## src/rtl/arb_pkg.sv

```systemverilog
// Shared definitions for the round-robin 4:1 mux arbiter.
//   arb_state_t : FSM state encoding (ST_IDLE: no owner, ST_GRANT: one owner)
//   arb_dbg_t   : debug view of the arbiter FSM (state and priority pointer)
//   NUM_SRC     : number of requesters
//   rr_next     : next index in round-robin order (wraps 3 -> 0)
//   rr_pick     : first set bit of a request mask, searching from a pointer
package arb_pkg;

  localparam int NUM_SRC = 4;

  typedef enum logic {
    ST_IDLE  = 1'b0,
    ST_GRANT = 1'b1
  } arb_state_t;

  typedef struct packed {
    arb_state_t  state;
    logic [1:0]  ptr;
  } arb_dbg_t;

  function automatic logic [1:0] rr_next(input logic [1:0] idx);
    return idx + 2'd1;
  endfunction

  // Returns {found, index}. Offsets are scanned from the farthest to the
  // nearest so that the last hit, i.e. the nearest to ptr, is kept.
  function automatic logic [2:0] rr_pick(input logic [3:0] mask,
                                         input logic [1:0] ptr);
    logic [2:0] res;
    logic [1:0] idx;
    res = 3'b000;
    for (int k = NUM_SRC - 1; k >= 0; k--) begin
      idx = ptr + 2'(k);
      if (mask[idx]) res = {1'b1, idx};
    end
    return res;
  endfunction

endpackage

```

## src/rtl/mux4_w.sv

```systemverilog
// Parametric-width 4:1 multiplexer.
//   d0..d3 : WIDTH-bit source data
//   sel    : binary source index
//   y      : d[sel]
module mux4_w #(
  parameter int WIDTH = 8
) (
  input  logic [WIDTH-1:0] d0,
  input  logic [WIDTH-1:0] d1,
  input  logic [WIDTH-1:0] d2,
  input  logic [WIDTH-1:0] d3,
  input  logic [1:0]       sel,
  output logic [WIDTH-1:0] y
);

  always_comb begin
    y = d0;
    case (sel)
      2'd0: y = d0;
      2'd1: y = d1;
      2'd2: y = d2;
      2'd3: y = d3;
      default: y = d0;
    endcase
  end

endmodule

```

## src/rtl/rr_mux4_arbiter.sv

```systemverilog
// Round-robin arbiter sharing one WIDTH-bit output channel between four
// requesters, with a hold limit so a busy owner cannot starve the others.
//   clk, rst_n : clock (rising edge), synchronous active-low reset
//   req        : request per source, bit i = source i
//   d0..d3     : source data
//   gnt        : registered one-hot grant, zero when idle
//   sel        : registered binary owner index (held while idle)
//   busy       : registered, high while a grant is active
//   y          : d[sel] when busy, else 0 (combinational from sel/busy)
//   dbg        : FSM state and priority pointer
//
// Handshake: a request is a level. The owner keeps gnt for as long as its
// req stays high, unless others are waiting and it has used MAX_HOLD
// consecutive cycles; dropping req releases the grant at the next edge.
module rr_mux4_arbiter
  import arb_pkg::*;
#(
  parameter int WIDTH    = 8,
  parameter int MAX_HOLD = 4
) (
  input  logic             clk,
  input  logic             rst_n,
  input  logic [3:0]       req,
  input  logic [WIDTH-1:0] d0,
  input  logic [WIDTH-1:0] d1,
  input  logic [WIDTH-1:0] d2,
  input  logic [WIDTH-1:0] d3,
  output logic [3:0]       gnt,
  output logic [1:0]       sel,
  output logic             busy,
  output logic [WIDTH-1:0] y,
  output arb_dbg_t         dbg
);

  localparam int HW = (MAX_HOLD > 1) ? $clog2(MAX_HOLD) : 1;
  localparam logic [HW-1:0] HOLD_MAX = HW'(MAX_HOLD - 1);

  arb_state_t  state, state_n;
  logic [1:0]  ptr, ptr_n;
  logic [HW-1:0] hold_cnt, hold_n;
  logic [3:0]  gnt_n;
  logic [1:0]  sel_n;
  logic        busy_n;

  logic [3:0]  others;
  logic        owner_req;
  logic [2:0]  pick_any;
  logic [2:0]  pick_oth;
  logic [WIDTH-1:0] mux_y;

  // The current owner is excluded from a handoff search, so it can never
  // win back the grant while somebody else is asking.
  assign others    = req & ~gnt;
  assign owner_req = |(req & gnt);
  assign pick_any  = rr_pick(req, ptr);
  assign pick_oth  = rr_pick(others, ptr);

  always_ff @(posedge clk) begin
    if (!rst_n) begin
      state    <= ST_IDLE;
      ptr      <= 2'd0;
      hold_cnt <= '0;
      gnt      <= 4'b0000;
      sel      <= 2'd0;
      busy     <= 1'b0;
    end else begin
      state    <= state_n;
      ptr      <= ptr_n;
      hold_cnt <= hold_n;
      gnt      <= gnt_n;
      sel      <= sel_n;
      busy     <= busy_n;
    end
  end

  always_comb begin
    state_n = state;
    ptr_n   = ptr;
    hold_n  = hold_cnt;
    gnt_n   = gnt;
    sel_n   = sel;
    busy_n  = busy;
    case (state)
      ST_IDLE: begin
        if (pick_any[2]) begin
          state_n = ST_GRANT;
          gnt_n   = 4'b0001 << pick_any[1:0];
          sel_n   = pick_any[1:0];
          busy_n  = 1'b1;
          hold_n  = '0;
          ptr_n   = rr_next(pick_any[1:0]);
        end
      end
      ST_GRANT: begin
        // hold_cnt saturates at HOLD_MAX, so "not at max" means "below max".
        if (owner_req && ((hold_cnt != HOLD_MAX) || (others == 4'b0000))) begin
          if (hold_cnt != HOLD_MAX) hold_n = hold_cnt + 1'b1;
        end else if (pick_oth[2]) begin
          gnt_n   = 4'b0001 << pick_oth[1:0];
          sel_n   = pick_oth[1:0];
          hold_n  = '0;
          ptr_n   = rr_next(pick_oth[1:0]);
        end else begin
          state_n = ST_IDLE;
          gnt_n   = 4'b0000;
          busy_n  = 1'b0;
          hold_n  = '0;
        end
      end
      default: begin
        state_n = ST_IDLE;
        gnt_n   = 4'b0000;
        busy_n  = 1'b0;
      end
    endcase
  end

  mux4_w #(.WIDTH(WIDTH)) u_mux (
    .d0  (d0),
    .d1  (d1),
    .d2  (d2),
    .d3  (d3),
    .sel (sel),
    .y   (mux_y)
  );

  assign y = busy ? mux_y : '0;

  assign dbg.state = state;
  assign dbg.ptr   = ptr;

endmodule

```

## config.mk

```make
export PLATFORM = sky130hd
export DESIGN_NAME = rr_mux4_arbiter
export DESIGN_NICKNAME = d
export VERILOG_FILES = /design/src/rtl/arb_pkg.sv /design/src/rtl/mux4_w.sv /design/src/rtl/rr_mux4_arbiter.sv
export SDC_FILE = /design/constraint.sdc
export NUM_CORES = 1
export LEC_CHECK = 0
export BUFFER_PORTS_ARGS = -buffer_cell sky130_fd_sc_hd__buf_2
export CORE_MARGIN = 8
export CORE_UTILIZATION = 25
export CTS_CLUSTER_DIAMETER = 200
export DETAILED_ROUTE_END_ITERATION = 6
export PLACE_DENSITY = 0.5
export RECOVER_POWER = 100
export SETUP_SLACK_MARGIN = 0.02
export SYNTH_ARGS = -nofsm -noshare
export SYNTH_HDL_FRONTEND = slang
export SYNTH_SLANG_ARGS = --single-unit
```

## constraint.sdc

```tcl
create_clock -name clk -period 2.07 [get_ports clk]
set_input_delay 0.3105 -clock clk [delete_from_list [all_inputs] [get_ports clk]]
set_output_delay 0.3105 -clock clk [all_outputs]
set_load 0.01 [all_outputs]
```

==> impl_metrics.tcl <==
set metrics [dict create \
    maxCapViolations 0 \
    worst_ep_required_time_ps 2200 \
    antenna_cells 0 \
    drc 0 \
    grt_max_degree 14 \
    core_um2 4320 \
    drt_first_pass_iters 4 \
    dpl.cell_count 224 \
    syn_nets 157 \
    placed_area_um2 1450 \
    p_leak_nw 0.616 \
    synth.most_common_cell "dfxtp_1" \
    synth_area_leader_cell "dfxtp_1" \
    grt_pass1_wl_um 5860 \
    hold_path_depth 3 \
    place.port_buffers 55 \
    die-width_um 82.8 \
    drt-vias-per-instance 4.99 \
    p_switching_w 0.000535 \
    wirelength_um 3600 \
    fill_cells 492 \
    yosys.area.top_type_share_pct 21.5 \
    p_comb_share_pct 52.4 \
    grt_overflow 0 \
    p_seq_share_pct 28.9 \
    netlist_top_cells_area "dfxtp_1 (22%), mux4_2 (16%), and2_1 (5.6%), nor2b_1 (3.4%), clkbuf_8 (2.5%)" \
    p_per_area_nw_per_um2 918 \
    finalClockSkew_ps 2.73 \
    cts_buffers 3 \
    path_max_fanout 5 \
    clock_latency_ps 240 \
    synth.cell_area_um2 1120 \
    rows 24 \
    hold_class "input port to flip-flop" \
    finalHoldViolations 0 \
    outcome "complete, no violations" \
    start_util_pct 25.8 \
    syn_area_per_cell_um2 9.46 \
    finalMaxSlewViolations 0 \
    clkPwrFrac_pct 18.8 \
    drt_iter0_markers 56 \
    htree_levels 1 \
    synth.distinct_cells 51 \
    path_cells "and2b_4, or4_4, or2_4, nand2_2, mux2i_1, nor2b_1" \
    utilization_pct 34.1 \
    yosys_warnings 0 \
    ys_ff_latch 12 \
    slowest_stage "or4_4" \
    ys_seq_area_share_pct 21.5 \
    grt_use_total_pct 10.0 \
    dp_hpwl_um 2940 \
    synthFlopType "dfxtp_1" \
    die-height_um 82.8 \
    critPathLaunchType "flip-flop" \
    cts_tree "done" \
    final_cells 228 \
    critPathKind "flip-flop to flip-flop" \
    grt_pass1_vias 1163 \
    wl_per_cell_um 15.8 \
    clk_path_buf_depth 2 \
    cts_sinks 12 \
    final.setup.tns_ps 0 \
    p_int_w 0.000819 \
    cpPeakStageDelay_ps 560 \
    ctsHoldBuffers 0 \
    die_area_um2 6860 \
    grt_setup_unrepaired "no" \
    tightest_slew_ps 508 \
    clockRootBuffer "clkbuf_8" \
    setup_viol 0 \
    final_area_um2 1480 \
    path_clk_slew_ps 50 \
    arrival_ps 2080 \
    netlist_instances 118 \
    yosys-top-cells-count "dfxtp_1 (12), and2_1 (10), mux4_2 (8), nor2_1 (7), nor2b_1 (6)" \
    timing.fmax_mhz 513 \
    ant_nets 0 \
    switching_share_pct 39.5 \
    relSlewSlack_pct 66.1 \
    final_layout_size_suffix_gt1_share_pct 40.3 \
    gp_congestion 0.862 \
    hold_slack_ps 426 \
    fin_nets 216 \
    finalCriticalPeriod_ps 1950 \
    cp-end-kind "flip-flop" \
    antenna_found_initial 0 \
    vdd_ir_drop_max_v 0.000305 \
    routed-via-count 1138 \
    area.growth.synth_to_final_pct 32.2 \
    synth_edf_count 0 \
    fin_crit_sh_pct 94.2 \
    io_pins 56 \
    worst_r2r_path_depth 6 \
    async_flop_share_pct 0 \
]
placed cells by master (no fill, tap or decap), drive strengths merged, types with 2 or more instances in the layout:
cell type / n
a211oi: 2
a21o: 2
a21oi: 5
a22o: 2
a31oi: 2
a32oi: 2
and2: 10
and2b: 4
buf: 45
clkbuf: 19
dfxtp: 12
inv: 3
mux4: 8
nand2: 4
nand2b: 4
nand3: 2
nand4: 2
nor2: 7
nor2b: 7
nor3b: 2
nor4: 2
o211ai: 2
o21ai: 9
o22ai: 2
o32ai: 2
logic make-up (layout without fill, tap and decap cells):
group,after synthesis,count (layout),share of synthesized area [%]
xor+xnor,2,2,1.57
buf+inv,9,67,5.27
mux,9,9,17.0
compound gates,35,35,24.3
simple gates,50,50,29.1
fa+ha+maj,1,1,1.12
flops,12,12,21.5
stage by stage:
step / power (W) / setup WS (ps)
floorplan: 0.000891 / 214
global placement: 0.00112 / 147
detailed placement: 0.00112 / 116
CTS: 0.00138 / 139
global route: 0.00145 / 20.3
finish: 0.00135 / 119
repair_timing:
action / in CTS / in global routing
endpoints found under the setup margin: 0 / 1
buffers inserted: 0 / 0
gates resized for setup: 0 / 1
critical path, delay by kind of cell, from the launching register on:
kind	cells	cell delay (ps)
AND/OR/NAND/NOR	5	1240
flip-flops	1	420
multiplexers	1	190
flip-flops by register name, indices dropped and copies added, names as in the netlist:
register  flops
busy          1
sel           2
state         1
hold_cnt      2
ptr           2
gnt           4
cell type report:
type,count,area [um^2],area share (%)
Tap cell,52,65.1,4.41
Multi-Input combinational cell,97,812,55.0
Clock buffer,4,55.1,3.73
Inverter,3,11.3,0.763
Timing Repair Buffer,60,292,19.8
Sequential cell,12,240,16.3
power by group through the flow:
stage / Combinational (W) / Sequential [W] / Clock [W]
floorplan: 0.000530 / 0.000362 / 0
global placement: 0.000725 / 0.000394 / 0
detailed placement: 0.000728 / 0.000392 / 0
CTS: 0.000734 / 0.000387 / 0.000262
global route: 0.000776 / 0.000403 / 0.000274
finish: 0.000709 / 0.000391 / 0.000254
routing by layer:
| layer | wire length, um | track usage (%) |
|---|---|---|
| met3 | 99 | 1.95 |
| met5 | 0 | 0 |
| met1 | 1450 | 10.9 |
| met4 | 18 | 2.40 |
| met2 | 2030 | 19.0 |
path summary, 6_finish.rpt:
path          startpoint     endpoint  slack, ps
max               gnt[3]       sel[1]        120
min                rst_n       gnt[0]        430
max reg2reg       gnt[3]       sel[1]        120
min reg2reg  hold_cnt[0]  hold_cnt[0]        550
No activity file was read; power rests on OpenSTA's default activity.
